File: src/rtl/ser_pkg.sv
// ser_pkg: definitions shared by the serial receive path.
//   - rx_state_t : receive FSM state encoding
//   - SCNT_MID   : oversample count at the middle of the start bit
//   - SCNT_BIT   : oversample count at which each later bit is sampled
//   - DATA_BITS  : data bits per frame
package ser_pkg;

    typedef enum logic [2:0] {
        ST_IDLE    = 3'd0,
        ST_START   = 3'd1,
        ST_DATA    = 3'd2,
        ST_PARITY  = 3'd3,
        ST_STOP    = 3'd4,
        ST_WAIT_HI = 3'd5
    } rx_state_t;

    localparam logic [3:0] SCNT_MID  = 4'd7;
    localparam logic [3:0] SCNT_BIT  = 4'd15;
    localparam int         DATA_BITS = 8;

endpackage

File: src/rtl/ser_fifo.sv
// ser_fifo: synchronous first-word-fall-through FIFO, depth 2^FIFO_AW.
// Ports:
//   clk        in   sole clock
//   reset      in   synchronous active-high reset (empties the FIFO)
//   i_push     in   write i_wdata (dropped when full unless popping too)
//   i_wdata    in   DW  write data
//   i_pop      in   advance the head (ignored while empty)
//   o_rdata    out  DW  head entry, 0 while empty
//   o_empty    out  FIFO empty
//   o_full     out  FIFO holds 2^FIFO_AW entries
//   o_overrun  out  single-cycle pulse: a push was dropped
module ser_fifo #(
    parameter int FIFO_AW = 3,
    parameter int DW      = 8
) (
    input  logic          clk,
    input  logic          reset,
    input  logic          i_push,
    input  logic [DW-1:0] i_wdata,
    input  logic          i_pop,
    output logic [DW-1:0] o_rdata,
    output logic          o_empty,
    output logic          o_full,
    output logic          o_overrun
);

    localparam int DEPTH = 1 << FIFO_AW;

    logic [DW-1:0]    r_mem [DEPTH];
    logic [FIFO_AW:0] r_wptr;
    logic [FIFO_AW:0] r_rptr;
    logic             w_do_push;
    logic             w_do_pop;

    // Extra pointer MSB distinguishes full from empty when the indexes match.
    assign o_empty = (r_wptr == r_rptr);
    assign o_full  = (r_wptr[FIFO_AW] != r_rptr[FIFO_AW]) &&
                     (r_wptr[FIFO_AW-1:0] == r_rptr[FIFO_AW-1:0]);

    // A same-cycle pop frees the slot, so a push into a full FIFO still lands.
    assign w_do_pop  = i_pop && !o_empty;
    assign w_do_push = i_push && (!o_full || w_do_pop);
    assign o_overrun = i_push && !w_do_push;

    always_ff @(posedge clk) begin
        if (reset) begin
            r_wptr <= '0;
            r_rptr <= '0;
        end else begin
            if (w_do_push) r_wptr <= r_wptr + 1'b1;
            if (w_do_pop)  r_rptr <= r_rptr + 1'b1;
        end
    end

    always_ff @(posedge clk) begin
        if (w_do_push) r_mem[r_wptr[FIFO_AW-1:0]] <= i_wdata;
    end

    // Fall-through head; forced to 0 while empty so stale data never shows.
    assign o_rdata = o_empty ? '0 : r_mem[r_rptr[FIFO_AW-1:0]];

endmodule

File: src/rtl/ser_rx_fifo.sv
// ser_rx_fifo: 16x oversampling UART receiver (8 data bits, LSB first,
// 1 stop bit) feeding a first-word-fall-through byte FIFO.
// Optional feature macro: SER_RX_PARITY_EN adds an even-parity bit between
// the data and stop bits; without it parity_err is tied 0.
// Ports:
//   clk          in   sole clock
//   reset        in   synchronous active-high reset
//   rx           in   asynchronous serial line, idle high
//   rd_en        in   pop the head byte (ignored while empty)
//   err_clr      in   clear sticky error flags (a coincident set wins)
//   rd_data      out  8  FIFO head, valid while rd_valid
//   rd_valid     out  FIFO not empty
//   full         out  FIFO full
//   busy         out  receiver FSM not idle
//   frame_err    out  sticky: stop bit sampled low
//   overrun_err  out  sticky: byte dropped because FIFO was full
//   parity_err   out  sticky: parity mismatch
import ser_pkg::*;

module ser_rx_fifo #(
    parameter int BAUD_DIV = 8,
    parameter int FIFO_AW  = 3
) (
    input  logic       clk,
    input  logic       reset,
    input  logic       rx,
    input  logic       rd_en,
    input  logic       err_clr,
    output logic [7:0] rd_data,
    output logic       rd_valid,
    output logic       full,
    output logic       busy,
    output logic       frame_err,
    output logic       overrun_err,
    output logic       parity_err
);

    localparam int DIV_W = (BAUD_DIV > 1) ? $clog2(BAUD_DIV) : 1;
    localparam logic [2:0] LAST_BIT = 3'(DATA_BITS - 1);

    logic             r_rx_meta;
    logic             r_rxs;
    logic [DIV_W-1:0] r_div;
    logic             w_tick;

    rx_state_t        r_state, w_state_next;
    logic [3:0]       r_scnt, w_scnt_next;
    logic [2:0]       r_bitcnt, w_bitcnt_next;
    logic [7:0]       r_shift, w_shift_next;
    logic             w_push;
    logic             w_frame_set;
    logic             w_overrun;
    logic             w_empty;
    logic             r_frame_err;
    logic             r_overrun_err;
`ifdef SER_RX_PARITY_EN
    logic             w_par_set;
    logic             r_parity_err;
`endif

    // Two-flop synchronizer, reset to the idle-high line level.
    always_ff @(posedge clk) begin
        if (reset) begin
            r_rx_meta <= 1'b1;
            r_rxs     <= 1'b1;
        end else begin
            r_rx_meta <= rx;
            r_rxs     <= r_rx_meta;
        end
    end

    // Free-running oversample tick divider.
    assign w_tick = (r_div == DIV_W'(BAUD_DIV - 1));

    always_ff @(posedge clk) begin
        if (reset || w_tick) r_div <= '0;
        else                 r_div <= r_div + DIV_W'(1);
    end

    always_ff @(posedge clk) begin
        if (reset) begin
            r_state  <= ST_IDLE;
            r_scnt   <= '0;
            r_bitcnt <= '0;
            r_shift  <= '0;
        end else begin
            r_state  <= w_state_next;
            r_scnt   <= w_scnt_next;
            r_bitcnt <= w_bitcnt_next;
            r_shift  <= w_shift_next;
        end
    end

    always_comb begin
        w_state_next  = r_state;
        w_scnt_next   = w_tick ? r_scnt + 4'd1 : r_scnt;
        w_bitcnt_next = r_bitcnt;
        w_shift_next  = r_shift;
        w_push        = 1'b0;
        w_frame_set   = 1'b0;
`ifdef SER_RX_PARITY_EN
        w_par_set     = 1'b0;
`endif
        case (r_state)
            ST_IDLE: begin
                if (w_tick && !r_rxs) begin
                    w_scnt_next  = '0;
                    w_state_next = ST_START;
                end
            end
            ST_START: begin
                // Re-check the line at the start-bit midpoint; realigning
                // scnt here makes every later sample land mid-bit.
                if (w_tick && r_scnt == SCNT_MID) begin
                    if (!r_rxs) begin
                        w_scnt_next   = '0;
                        w_bitcnt_next = '0;
                        w_state_next  = ST_DATA;
                    end else begin
                        w_state_next = ST_IDLE;
                    end
                end
            end
            ST_DATA: begin
                if (w_tick && r_scnt == SCNT_BIT) begin
                    w_shift_next  = {r_rxs, r_shift[7:1]};
                    w_bitcnt_next = r_bitcnt + 3'd1;
                    if (r_bitcnt == LAST_BIT) begin
`ifdef SER_RX_PARITY_EN
                        w_state_next = ST_PARITY;
`else
                        w_state_next = ST_STOP;
`endif
                    end
                end
            end
`ifdef SER_RX_PARITY_EN
            ST_PARITY: begin
                if (w_tick && r_scnt == SCNT_BIT) begin
                    w_par_set    = (r_rxs != ^r_shift);
                    w_state_next = ST_STOP;
                end
            end
`endif
            ST_STOP: begin
                if (w_tick && r_scnt == SCNT_BIT) begin
                    if (r_rxs) begin
                        w_push       = 1'b1;
                        w_state_next = ST_IDLE;
                    end else begin
                        w_frame_set  = 1'b1;
                        w_state_next = ST_WAIT_HI;
                    end
                end
            end
            ST_WAIT_HI: begin
                // Hold off until the line returns high so a break does not
                // look like a stream of new start bits.
                if (w_tick && r_rxs) w_state_next = ST_IDLE;
            end
            default: w_state_next = ST_IDLE;
        endcase
    end

    ser_fifo #(
        .FIFO_AW (FIFO_AW),
        .DW      (8)
    ) u_fifo (
        .clk       (clk),
        .reset     (reset),
        .i_push    (w_push),
        .i_wdata   (r_shift),
        .i_pop     (rd_en),
        .o_rdata   (rd_data),
        .o_empty   (w_empty),
        .o_full    (full),
        .o_overrun (w_overrun)
    );

    // Sticky flags: a set event takes priority over a coincident clear.
    always_ff @(posedge clk) begin
        if (reset) begin
            r_frame_err   <= 1'b0;
            r_overrun_err <= 1'b0;
        end else begin
            if (w_frame_set)  r_frame_err <= 1'b1;
            else if (err_clr) r_frame_err <= 1'b0;
            if (w_overrun)    r_overrun_err <= 1'b1;
            else if (err_clr) r_overrun_err <= 1'b0;
        end
    end

`ifdef SER_RX_PARITY_EN
    always_ff @(posedge clk) begin
        if (reset)          r_parity_err <= 1'b0;
        else if (w_par_set) r_parity_err <= 1'b1;
        else if (err_clr)   r_parity_err <= 1'b0;
    end
    assign parity_err = r_parity_err;
`else
    assign parity_err = 1'b0;
`endif

    assign rd_valid    = !w_empty;
    assign busy        = (r_state != ST_IDLE);
    assign frame_err   = r_frame_err;
    assign overrun_err = r_overrun_err;

endmodule

File: config.mk
export PLATFORM = sky130hd
export DESIGN_NAME = ser_rx_fifo
export DESIGN_NICKNAME = d
export VERILOG_FILES = /design/src/rtl/ser_pkg.sv /design/src/rtl/ser_fifo.sv /design/src/rtl/ser_rx_fifo.sv
export SDC_FILE = /design/constraint.sdc
export NUM_CORES = 1
export LEC_CHECK = 0
export ABC_AREA = 1
export CORE_MARGIN = 3
export CORE_UTILIZATION = 45
export DETAILED_ROUTE_END_ITERATION = 10
export PLACE_DENSITY = 0.66
export RECOVER_POWER = 100
export SLEW_MARGIN = 25
export SYNTH_ARGS = -nofsm -noshare
export SYNTH_HDL_FRONTEND = slang
export SYNTH_HIERARCHICAL = 1
export SYNTH_SLANG_ARGS = --single-unit
File: constraint.sdc
create_clock -name clk -period 2.39 [get_ports clk]
set_input_delay 0.239 -clock clk [delete_from_list [all_inputs] [get_ports clk]]
set_output_delay 0.239 -clock clk [all_outputs]
set_load 0.05 [all_outputs]
* Word level (Yosys, flattened, before mapping) *
Memory sizes are Yosys's and may differ from the RTL's. A register that Yosys moved wholly into a read port is not among the register bits.
Cells that the tools add are included.

cells by class
  add/subtract/negate cells = 5
  equal/unequal tests = 18
  muxes and demuxes = 32
  reduce and logical (&&, ||, !) cells = 22

operator list
  cell                                                 count
  2-to-1 mux 3 bit                                     12
  2-to-1 mux 4 bit                                     4
  one-hot mux 3 bit (5 select lines)                   1
  inequality test 2 bit, second input constant         7
  adder 4 x 1 -> 4 bit, second input constant          3
  equality test 3 bit, second input constant           4
  2-to-1 mux 1 bit                                     11
  logical AND 1 bit                                    8
  2-to-1 mux 8 bit                                     1
  one-hot mux 4 bit (2 select lines)                   1
  adder 3 x 1 -> 3 bit, second input constant          2
  one-hot mux 3 bit (2 select lines)                   1
  AND reduction 6 bit                                  1
  nonzero test 2 bit                                   3
  equality test 4 x 3 -> 1 bit, second input constant  1
  equality test 4 bit                                  1
  equality test 4 bit, second input constant           1
  logical NOT 1 bit                                    4
  AND reduction 4 bit                                  1
  equality test 3 x 1 -> 1 bit, second input constant  1
  equality test 3 x 2 -> 1 bit, second input constant  1
  equality test 3 bit                                  1
  logical NOT 3 bit                                    1
  nonzero test 3 bit                                   1
  other kinds (4)                                      5

word-level totals
  register bits = 33
  memory bits (writable) = 64
  input port bits = 5
  output and inout bits = 14
  word-level logic and storage cells = 89
  memories = 1

memories
  name          words  width  read ports  clocked after memory_dff  write ports  line            text
  u_fifo.r_mem  8      8      1           1                         1            ser_fifo.sv:29  logic [DW-1:0] r_mem [DEPTH];

* Logic depth before layout (Yosys ltp) *
  word-level depth = 8
  mapped depth = 12
  gate-level depth less buffers = 11

* Modules after synthesis *
Netlist, hierarchy kept.

by module, submodules not included
  module       times used  cells each  area each (µm²)  seq. area each (µm²)
  ser_fifo     1           270         3143.0           2142.1
  ser_rx_fifo  1           162         1193.6           500.5

* Least setup slack after synthesis *
OpenSTA, ideal clock, no wires.

  path kind = register to register
  start = register r_div[0]
  end = memory u_fifo.r_mem[6][0], enable pin
  setup time = 383 ps
  arrival time = 2080 ps
  data required time = 2007 ps
  setup slack = -73 ps
  stages on the path, launching flop included = 10
  path buffers = 1
  clock period less this slack = 2463 ps
  cells stage by stage = dfxtp_1 -> ha_1 -> ha_1 -> nand2_2 -> clkinv_2 -> nand2_4 -> nor3_1 -> clkbuf_1 -> nand3_2 -> nor3_1

on the way
  word-level cells in the longest chain between the ends = 7

RTL lines
  what                                    line                text
  from (decl)                             ser_rx_fifo.sv:43   logic [DIV_W-1:0] r_div;
  from (signal assigned)                  ser_rx_fifo.sv:77   else r_div <= r_div + DIV_W'(1);
  equality test 3 bit                     ser_rx_fifo.sv:73   assign w_tick = (r_div == DIV_W'(BAUD_DIV - 1));
  logical AND 1 bit                       ser_rx_fifo.sv:146  if (w_tick && r_scnt == SCNT_BIT) begin
  2-to-1 mux 1 bit                        ser_rx_fifo.sv:146
  2-to-1 mux 1 bit                        ser_rx_fifo.sv:104  case (r_state)
  via w_push                              ser_rx_fifo.sv:50   logic w_push;
  logical AND 1 bit                       ser_fifo.sv:42      assign w_do_push = i_push && (!o_full || w_do_pop);
  2-to-1 mux 1 bit                        ser_fifo.sv:56      if (w_do_push) r_mem[r_wptr[FIFO_AW-1:0]] <= i_wdata;
  2-to-1 mux 1 bit (implied by the code)  ser_fifo.sv:56
  to (decl)                               ser_fifo.sv:29

The timed path passes the listed nets, and every way through them passes these cells.

==> results.cfg <==
[grt]
grt_pass1_wl_um = 13800
grt_pass1_vias = 2868
antenna_found_initial = 0
grt_overflow = 0
grt_max_degree = 33
grt_usage = 0.158

[floorplan]
core_um2 = 9280
initial_utilization = 0.467
chipWidth_um = 104
rows = 35
die_h_um = 104
die-area_um2 = 10900
ios = 19

[worst_hold_path]
hold_class = flop to flop

[clocking]
clock-root-buffer = clkbuf_8
clock-sinks = 100
htreeDepth = 3
cts_made_buffers = 9
path_clk_slew_ps = 100
cts_tree = done
insertion_delay_ps = 360
clockBufferDepth = 2

[setup_path]
critPathLaunchType = flop
cp_max_fo = 19
crit_arrival_ps = 1990
critPathCaptureType = primary output
crit_slowest_cell = dfxtp_1
r2r_setup_slack_ps = 250
crit_path_frequent_cell = o21ai_0
cp.required_ps = 2150
path_class = flop to primary output
cpPeakStageDelay_ps = 430
cp_cell_sequence = buf_4 > o21ai_0 > o21ai_0 > o21ai_1 > nor2_1 > clkbuf_2

[synth]
syn_area_per_cell_um2 = 10.0
synth.yosys.seq_area_share = 0.609
synth_nets = 444
synth_area_um2 = 4340
synth_cell_types = 36
netlist_instances = 432
ys_ff_latch = 100
synth_warnings = 6

[cells_and_area]
syn2layout_area_growth_pct = 11.5
drive_gt1_frac = 0.137
final_cells = 595
final_common_cell = nor2_1
n_fill_cell = 894
final_nets = 473
mostFrequentLayoutCells = 95 x nor2_1, 64 x edfxtp_1, 49 x nand2_1
diodes = 0
stdcell_area_um2 = 4830

[place]
dp_cells = 579
place_hpwl_um = 5690
placed_cell_area_um2 = 4700
place_congestion = 0.842
port_buffers = 17

[status]
status = finished clean

[route]
viasPerCell = 5.02
ant_nets = 0
wl_per_cell_um = 13.8
vias = 2985
first_iter_violations = 154
post-route-drc-count = 0
drt_wl_total_um = 8210
dr.pass1.iters = 4

[sta]
tns_ps = 0
finalSetupViolCount = 0
finalClockSkew_ps = 8.28
finalHoldViolCount = 0
finalCriticalPeriod_ps = 2230
worstMarginPinSlew_ps = 700
fmax_mhz = 449
period_share = 0.933
timing.final.max_slew_violations = 0
slew_headroom = 0.532
rsz0062_at_grt = false

[pwr]
p_sw_mw = 0.850
p_per_area_nw_per_um2 = 660
vdd_drop_max_uv = 482
power_frac_clock = 0.321
pwr-share-comb = 0.096
switching_share = 0.266
p_int_mw = 2.34
p_leak_nw = 2.04
power.share.sequential = 0.583

[flow_run]
drv_cap = 0
==> timing repair <==
action                     4_1_cts  5_1_grt
setup buffers                    0        0
gates resized for setup          1        1
pin swaps                        0        0
cloned                           0        0
setup endpoints to repair        1        1
hold buffers                     0        0
==> registers in the layout, summed over array words and instances, names as in the netlist, named ones only <==
signal / flops
u_fifo/r_mem: 64
r_shift: 8
r_scnt: 4
u_fifo/r_rptr: 4
u_fifo/r_wptr: 4
r_bitcnt: 3
r_div: 3
r_state: 3
frame_err: 1
overrun_err: 1
r_rx_meta: 1
r_rxs: 1
==> path summary, 6_finish.rpt <==
path              cells past startpoint                 end      from
setup / recovery                      6          rd_data[2]      flop
hold / removal                        1            r_div[0]  r_div[0]
setup reg to reg                     10  u_fifo/r_mem[6][3]  r_div[0]
hold reg to reg                       1            r_div[0]  r_div[0]
==> critical path, delay by kind of cell (launching register included) <==
kind | cells | cell delay, ps
AOI/OAI and AO/OA | 3 | 530
and+or+nand+nor | 1 | 100
buffers and inverters | 2 | 570
DFF | 1 | 430
==> layout make-up <==
cell class / count / area (um^2) / area share
multi-input cells: 279 / 1440 / 0.297
clock inverters: 7 / 71.3 / 0.0148
repair buffers: 34 / 259 / 0.0536
well taps: 129 / 161 / 0.0334
clock buffers: 9 / 124 / 0.0256
inverters: 37 / 140 / 0.0290
flip-flops and latches: 100 / 2640 / 0.547
==> synth_stat cells <==
cell type,count,share of area
a21oi_1,16,0.018
a21oi_2,1,0.0020
buf_2,5,0.0058
buf_4,1,0.0017
buf_6,2,0.0052
clkbuf_1,8,0.0069
clkinv_2,1,0.0012
conb_1,1,0.00086
dfxtp_1,36,0.17
edfxtp_1,64,0.44
ha_1,7,0.020
inv_1,31,0.027
inv_2,5,0.0043
mux2_2,1,0.0026
mux2i_1,8,0.018
nand2_1,47,0.041
nand2_2,5,0.0072
nand2_4,1,0.0026
nand3_1,12,0.014
nand3_2,5,0.012
nand3b_1,1,0.0017
nand4_1,2,0.0029
nand4_4,1,0.0049
nor2_1,93,0.080
nor2_2,2,0.0029
nor2_4,3,0.0078
nor2_8,1,0.0046
nor3_1,5,0.0058
o21ai_0,42,0.048
o21ai_1,8,0.0092
o22ai_1,8,0.012
or2_2,3,0.0043
xnor2_1,1,0.0020
xnor2_2,1,0.0038
xor2_1,3,0.0061
xor2_2,1,0.0038
==> per-stage QoR <==
step,worst slack [ps],utilization,hold slack [ps],power (mW)
floorplan,155,-,308,2.18
global placement,339,0.506,395,2.24
detailed placement,314,0.506,401,2.25
CTS,8.62,0.527,418,3.27
global route,54.2,0.521,434,3.34
finish,161,0.521,421,3.19
==> power by group through the flow <==
stage	registers [mW]	clock network (mW)	logic (mW)
after CTS	1.86	1.06	0.352
after floorplan	1.89	0	0.284
after detailed placement	1.90	0	0.351
after global routing	1.86	1.13	0.345
final	1.86	1.02	0.306
after global placement	1.90	0	0.345
==> per-layer routing <==
layer | track usage | routed length [um] | up-vias
met5 | 0 | 0 | -
met2 | 0.257 | 3940 | 49
met3 | 0.0397 | 280 | 12
li1 | - | - | 1505
met1 | 0.208 | 3830 | 1419
met4 | 0.0494 | 159 | 0
==> cell families after synthesis <==
kind of cell / synth area share
simple gates: 0.191
flops: 0.609
compound gates: 0.0897
buf+inv: 0.0519
mux: 0.0211
fa+ha+maj: 0.0202
xor+xnor: 0.0156
other cells: 0.000865
Note: power is estimated with default switching activity, not from simulation.
